$ cat src/rtl/fetch_unit.sv
// fetch_unit: instruction fetch stage.
// Holds the fetch PC and issues one word read at a time to instruction memory
// using a req/ack handshake. The returned word is presented to decode with a
// valid/ready handshake. Redirects from pcSrc/C_offset are applied when decode
// accepts the held instruction. A HALT opcode stops fetching until reset.
module fetch_unit #(
    parameter int              AW       = 16,
    parameter int              IW       = 16,
    parameter logic [AW-1:0]   RESET_PC = '0,
    parameter logic [4:0]      HALT_OP  = 5'b11111
) (
    input  logic            CLK,
    input  logic            RST_N,
    output logic            imem_req,
    output logic [AW-1:0]   imem_addr,
    input  logic            imem_ack,
    input  logic [IW-1:0]   imem_rdata,
    output logic            instr_valid,
    input  logic            instr_ready,
    output logic [IW-1:0]   instr,
    output logic [4:0]      opcode,
    output logic [AW-1:0]   pc,
    input  logic            pcSrc,
    input  logic            C_offset,
    input  logic [AW-1:0]   target,
    output logic            halted
);

    typedef enum logic [1:0] {
        ST_IDLE   = 2'b00,
        ST_FETCH  = 2'b01,
        ST_HOLD   = 2'b10,
        ST_HALTED = 2'b11
    } state_t;

    localparam logic [AW-1:0] PC_ONE = {{(AW-1){1'b0}}, 1'b1};

    state_t          r_state;
    state_t          w_state_nxt;
    logic [AW-1:0]   r_fetch_pc;
    logic            r_imem_req;
    logic [IW-1:0]   r_instr;
    logic [AW-1:0]   r_pc;
    logic            r_instr_valid;
    logic            r_halted;

    logic            w_fetch_done;
    logic            w_accept;
    logic            w_is_halt;
    logic [AW-1:0]   w_next_pc;

    // Address of the next fetch after the held instruction is accepted.
    // All sums wrap modulo 2^AW; target is used as-is as a 2's-complement offset.
    function automatic logic [AW-1:0] next_fetch_pc(
        input logic [AW-1:0] cur_pc,
        input logic          redirect,
        input logic          relative,
        input logic [AW-1:0] tgt
    );
        logic [AW-1:0] result;
        if (!redirect) begin
            result = cur_pc + PC_ONE;
        end else if (!relative) begin
            result = tgt;
        end else begin
            result = cur_pc + PC_ONE + tgt;
        end
        return result;
    endfunction

    assign w_fetch_done = (r_state == ST_FETCH) && imem_ack;
    assign w_accept     = (r_state == ST_HOLD) && r_instr_valid && instr_ready;
    assign w_is_halt    = (r_instr[IW-1 -: 5] == HALT_OP);
    assign w_next_pc    = next_fetch_pc(r_pc, pcSrc, C_offset, target);

    // State register; reset abandons any outstanding read by returning to IDLE.
    always_ff @(posedge CLK or negedge RST_N) begin
        if (!RST_N) begin
            r_state <= ST_IDLE;
        end else begin
            r_state <= w_state_nxt;
        end
    end

    // Next-state decode: ack only matters in FETCH, ready only in HOLD.
    always_comb begin
        w_state_nxt = r_state;
        case (r_state)
            ST_IDLE: begin
                w_state_nxt = ST_FETCH;
            end
            ST_FETCH: begin
                if (imem_ack) begin
                    w_state_nxt = ST_HOLD;
                end else begin
                    w_state_nxt = ST_FETCH;
                end
            end
            ST_HOLD: begin
                if (w_accept) begin
                    if (w_is_halt) begin
                        w_state_nxt = ST_HALTED;
                    end else begin
                        w_state_nxt = ST_FETCH;
                    end
                end else begin
                    w_state_nxt = ST_HOLD;
                end
            end
            ST_HALTED: begin
                w_state_nxt = ST_HALTED;
            end
            default: begin
                w_state_nxt = ST_IDLE;
            end
        endcase
    end

    // Fetch datapath: request flag, fetch PC, captured instruction and halt flag.
    always_ff @(posedge CLK or negedge RST_N) begin
        if (!RST_N) begin
            r_imem_req    <= 1'b0;
            r_fetch_pc    <= RESET_PC;
            r_instr       <= '0;
            r_pc          <= '0;
            r_instr_valid <= 1'b0;
            r_halted      <= 1'b0;
        end else begin
            // Registered from next state so req rises on entry to FETCH and a
            // 0-wait ack can be taken in that very cycle.
            r_imem_req <= (w_state_nxt == ST_FETCH);
            if (w_fetch_done) begin
                r_instr       <= imem_rdata;
                r_pc          <= r_fetch_pc;
                r_instr_valid <= 1'b1;
            end else if (w_accept) begin
                r_instr_valid <= 1'b0;
                if (w_is_halt) begin
                    // HALT wins over any redirect presented alongside it.
                    r_halted <= 1'b1;
                end else begin
                    r_fetch_pc <= w_next_pc;
                end
            end else begin
                r_instr_valid <= r_instr_valid;
            end
        end
    end

    assign imem_req    = r_imem_req;
    assign imem_addr   = r_fetch_pc;
    assign instr_valid = r_instr_valid;
    assign instr       = r_instr;
    assign opcode      = r_instr[IW-1 -: 5];
    assign pc          = r_pc;
    assign halted      = r_halted;

endmodule
$ cat config.mk
export PLATFORM = sky130hd
export DESIGN_NAME = fetch_unit
export DESIGN_NICKNAME = d
export VERILOG_FILES = /design/src/rtl/fetch_unit.sv
export SDC_FILE = /design/constraint.sdc
export NUM_CORES = 1
export LEC_CHECK = 0
export ABC_CLOCK_PERIOD_IN_PS = 7300
export BUFFER_PORTS_ARGS = -buffer_cell sky130_fd_sc_hd__buf_2
export CAP_MARGIN = 20
export CELL_PAD_IN_SITES_DETAIL_PLACEMENT = 1
export CELL_PAD_IN_SITES_GLOBAL_PLACEMENT = 2
export CORE_MARGIN = 2
export CORE_UTILIZATION = 34
export DETAILED_ROUTE_END_ITERATION = 12
export PLACE_DENSITY_LB_ADDON = 0.1
export SYNTH_ARGS = -nofsm -noshare
export SYNTH_HDL_FRONTEND = slang
export SYNTH_SLANG_ARGS = --single-unit
$ cat constraint.sdc
create_clock -name CLK -period 7.3 [get_ports CLK]
set_input_delay 0.73 -clock CLK [delete_from_list [all_inputs] [get_ports CLK]]
set_output_delay 0.73 -clock CLK [all_outputs]
set_load 0.03 [all_outputs]
==> results summary <==
Summed over all layers, the routed wires come to 9.042 mm. Across the run, the number of max-cap violations was 0. The first-iteration detailed-routing DRC count is 86.

The final-report setup violation count is 0. The count of clock tree sinks is 53. The average footprint of a synthesized cell is 9.934 sq um.

Entering global routing, the biggest net connects 54 pins. The relative contribution of sequential cells to total power came out at 35.9%. The number of core rows is 36.

The fraction of power spent switching nets is 48.16%. The kind of start point of the critical path is a flop. The global-route wire length before repair came out at 14.29 mm. In the synthesized netlist the dominant register cell turns out to be sky130_fd_sc_hd__dfrtp_1. The region available for standard cell placement spans 9594 sq um. The utilization after layout came out at 41.38%. The all-layer global routing usage is 17.54%. Measured against its own limit, the worst slew margin works out to 47.61%. The final estimated routing congestion in global placement came out at 0.8276. Setup total negative slack on the finished layout was measured at 0 ns. After filler insertion, the fill cell instance count of the layout stands at 1142. The count of flip-flops with a built-in enable after synthesis came out at 0.

The Yosys warning count is 0. CTS placed an instance of sky130_fd_sc_hd__clkbuf_8 at the clock tree root. The register clock-pin slew on the reported worst setup and hold paths came out at 0.11 ns. The slowest stage cell on the critical path is sky130_fd_sc_hd__dfrtp_1. The total number of nets in the final design is 477. The flow ran to the end, and the final reports show no timing, DRC or antenna violations. The number of hold-repair buffers added at the cts stage came out at 0. The signal on the critical path passes through ha_1, nand3_1, nor2_1, xor2_1, ha_1, a21oi_1, a21boi_0, o41ai_2, xor2_1, mux2i_1, a32oi_1.

The total of buffers placed on input and output ports is 93. The reported leakage power came out at 2.014 nW. The kind of cell with the highest combined delay along the critical path is compound AO/OA/AOI/OAI gates. The worst path needs 3.287 ns of the cycle, external delays included. The startpoint identified for the worst hold timing path is halted. The post-synthesis mux area share is 14.26%.

In this run the remaining antenna-violating nets after routing total 0. The total chip power is 0.001380 W. The worst supply voltage drop on vdd came out at 0.0001549 V.

The layout overhead on the synthesized area is 20.01%. For the worst-skew pair, the clock arrives at the later sink with an insertion delay of 0.31 ns. The worst register-to-register path begins at pc[1]. The number of register bits inferred by synthesis is 53. The number of max-slew violations in the final report came out at 0. Of the total synthesized cell area, the portion taken by XOR and XNOR cells is 6.619%. The data arrival at the endpoint of the critical path is 3.45 ns. On the final layout, the worst clock skew is 0.01340 ns. The synthesized-area fraction occupied by ao, oa, aoi and oai cells is 14.18%. Once the floorplan was initialized, standard cells occupied 34.48% of the core. In the synthesized netlist the async set-or-reset flop fraction comes to 100.0%. The capturing element type of the critical path is a flop. The net count after synthesis came out at 392. After synthesis, the largest family of logic cells by area is multiplexers.

The critical path's largest stage delay is 0.48 ns. The number of antenna violations at the first check in global routing is 0. The net load switching power came out at 0.0006648 W. The average detailed-routed wire length per instance is 16.38 microns.

The final period utilization came out at 45.03%. The area share of fa/ha/maj cells after synthesis is 8.169%. The leftover overflow at the end of global routing came out at 0. The number of post-CTS setup repair buffers is 0.

The maximum clock rate is 304.2 MHz. The post-detailed-placement half-perimeter wirelength is 7.013 mm. The via count of the first global-routing pass is 2712. Buffers inserted during clock tree synthesis total 5. The gate count of the mapped netlist is 333. The synthesized area came out at 3308 sq um. The path class of the lowest-slack min-delay path is flop to flop. The die is 102.6 microns wide. The most critical setup path has its startpoint at pc[1]. The boundary pin count came out at 94. The power density normalized to cell area came out at 347.7 nW/um^2. The maximum net fanout on the critical path is 6. The pin slew with the least headroom to its limit came out at 0.7843 ns.

The post-cts sizing count came out at 0. The die height came out at 102.6 microns. The logic gate share of total power came out at 51.4%. The worst setup path is of the flop to flop kind.

The number of hold violations in the final report is 0. Counting both buffers and inverters, the worst setup path holds a total of 0. Of the total synthesized cell area, the portion taken by AND, OR, NAND and NOR gates is 13.16%. STA puts the critical path data required time at 7.46 ns. The via density per instance came out at 5.004. The TritonCTS clock tree is yes. The number of antenna cells inserted is 0. The H-tree generated during clock tree synthesis spans 2 levels. The die area is 10540 sq um. The distinct cell type count after synthesis came out at 44. The relative contribution of the clock network to total power is 12.7%.

The routed layout has 2762 vias. The share of final-layout standard cells stronger than drive strength 1 came out at 34.13%. Setup repair after global routing left no endpoint under its margin. The buffer depth of the longest clock path is 2.

The post-synthesis sequential area ratio is 40.09%. Cell internal power was estimated by the tool at 0.0007154 W. The first-pass detailed-route iteration total is 4. The detailed-route DRC error count is 0.
power groups by stage:
| stage | sequential, W | combinational, W | clock (W) |
|---|---|---|---|
| final | 0.000495 | 0.000709 | 0.000176 |
| after global routing | 0.000515 | 0.000775 | 0.000194 |
| after CTS | 0.000498 | 0.000720 | 0.000184 |
| after detailed placement | 0.000504 | 0.000718 | 0 |
| after global placement | 0.000499 | 0.000713 | 0 |
| after floorplan | 0.000694 | 0.000315 | 0 |
cells in the final DEF, fill, tap and decap left out, types with 13 or more instances in the layout:
master                     n
sky130_fd_sc_hd__ha_1     20
sky130_fd_sc_hd__a21oi_1  13
sky130_fd_sc_hd__nand2_1  32
sky130_fd_sc_hd__mux2_2   33
sky130_fd_sc_hd__nor2_1   25
sky130_fd_sc_hd__dfrtp_1  53
sky130_fd_sc_hd__xor2_1   13
sky130_fd_sc_hd__buf_2    93
sky130_fd_sc_hd__o21ai_0  23
worst reg2reg max path, stage by stage (launching register included):
cell                       delay (ns)
sky130_fd_sc_hd__dfrtp_1         0.48
sky130_fd_sc_hd__ha_1            0.32
sky130_fd_sc_hd__nand3_1         0.20
sky130_fd_sc_hd__nor2_1          0.17
sky130_fd_sc_hd__xor2_1          0.28
sky130_fd_sc_hd__ha_1            0.35
sky130_fd_sc_hd__a21oi_1         0.19
sky130_fd_sc_hd__a21boi_0        0.48
sky130_fd_sc_hd__o41ai_2         0.17
sky130_fd_sc_hd__xor2_1          0.18
sky130_fd_sc_hd__mux2i_1         0.21
sky130_fd_sc_hd__a32oi_1         0.11
through the flow:
step / cell area (sq um) / hold slack [ns] / setup slack, ns / std cells
5_1_grt: 3970 / 0.5005 / 3.644 / 552
6_report: 3970 / 0.4801 / 4.013 / 552
2_1_floorplan: 3308 / 0.4344 / 4.429 / 333
3_3_place_gp: 3876 / 0.4579 / 4.003 / 544
4_1_cts: 3970 / 0.4874 / 3.971 / 552
3_5_place_dp: 3876 / 0.4604 / 3.984 / 544
cell usage after synthesis, types with 2 or more instances:
cell                        n  area share [%]
sky130_fd_sc_hd__nor2b_1    7             1.3
sky130_fd_sc_hd__o21bai_1   2            0.45
sky130_fd_sc_hd__dfrtp_1   53              40
sky130_fd_sc_hd__a21oi_1   13             2.0
sky130_fd_sc_hd__and3_1     3            0.57
sky130_fd_sc_hd__inv_1      8            0.91
sky130_fd_sc_hd__mux2_2    33              11
sky130_fd_sc_hd__a21oi_2    2            0.53
sky130_fd_sc_hd__xor2_1    13             3.4
sky130_fd_sc_hd__a22oi_1    5             1.1
sky130_fd_sc_hd__buf_1      3            0.34
sky130_fd_sc_hd__ha_1      20             7.6
sky130_fd_sc_hd__a31oi_1    2            0.38
sky130_fd_sc_hd__nand2b_1   5            0.95
sky130_fd_sc_hd__nand4_1    4            0.76
sky130_fd_sc_hd__xnor2_1   12             3.2
sky130_fd_sc_hd__o22ai_1    2            0.38
sky130_fd_sc_hd__buf_4      5             1.1
sky130_fd_sc_hd__clkbuf_1  10             1.1
sky130_fd_sc_hd__o221ai_1   2            0.53
sky130_fd_sc_hd__a21boi_0   2            0.45
sky130_fd_sc_hd__mux2i_1   10             3.0
sky130_fd_sc_hd__nor2_1    25             2.8
sky130_fd_sc_hd__a211oi_1   4            0.91
sky130_fd_sc_hd__o21ai_0   23             3.5
sky130_fd_sc_hd__nand2_1   32             3.6
sky130_fd_sc_hd__nand3_1   12             1.8
sky130_fd_sc_hd__a221oi_1   2            0.53
sky130_fd_sc_hd__nor3_1     2            0.30
sky130_fd_sc_hd__a21o_1     3            0.68
logic make-up (layout without fill, tap and decap cells):
logic type,after synthesis,in the layout
AOI/OAI and AO/OA,71,71
xor gates and xnor gates,25,25
adders and majority gates,21,21
buffers and inverters,26,112
DFF,53,53
muxes,43,43
and+or+nand+nor,94,94
final cells by class:
class                           count  area (sq um)  area share (%)
Clock buffer                        5         68.82           1.733
Clock inverter                      3         25.02          0.6303
Inverter                            8         30.03          0.7564
Multi-Input combinational cell    254          1866           46.99
Sequential cell                    53          1326           33.41
Tap cell                          133         166.4           4.192
Timing Repair Buffer               96         488.0           12.29
final timing paths:
check / end / slack [ns] / cells after the start
worst max-delay path: imem_addr[15] / 4.01 / 11
worst min-delay path: halted / 0.48 / 1
worst max register to register: imem_addr[15] / 4.01 / 11
worst min register to register: halted / 0.48 / 1
max in group asynchronous: instr[5] / 6.26 / 2
min in group asynchronous: imem_addr[13] / 0.53 / 2
state kept, by name, summed over array words and instances (netlist names):
register,count
imem_addr,16
r_state,2
instr_valid,1
instr,16
halted,1
imem_req,1
pc,16
per-layer routing:
layer  wire, microns  track usage [%]  up-vias
li1                -                -     1356
met1            4103            23.36     1350
met2            4587            30.82       52
met3             302            2.780        4
met4              48            2.462        0
met5               0                0        -
(Power assumes the default switching activity.)
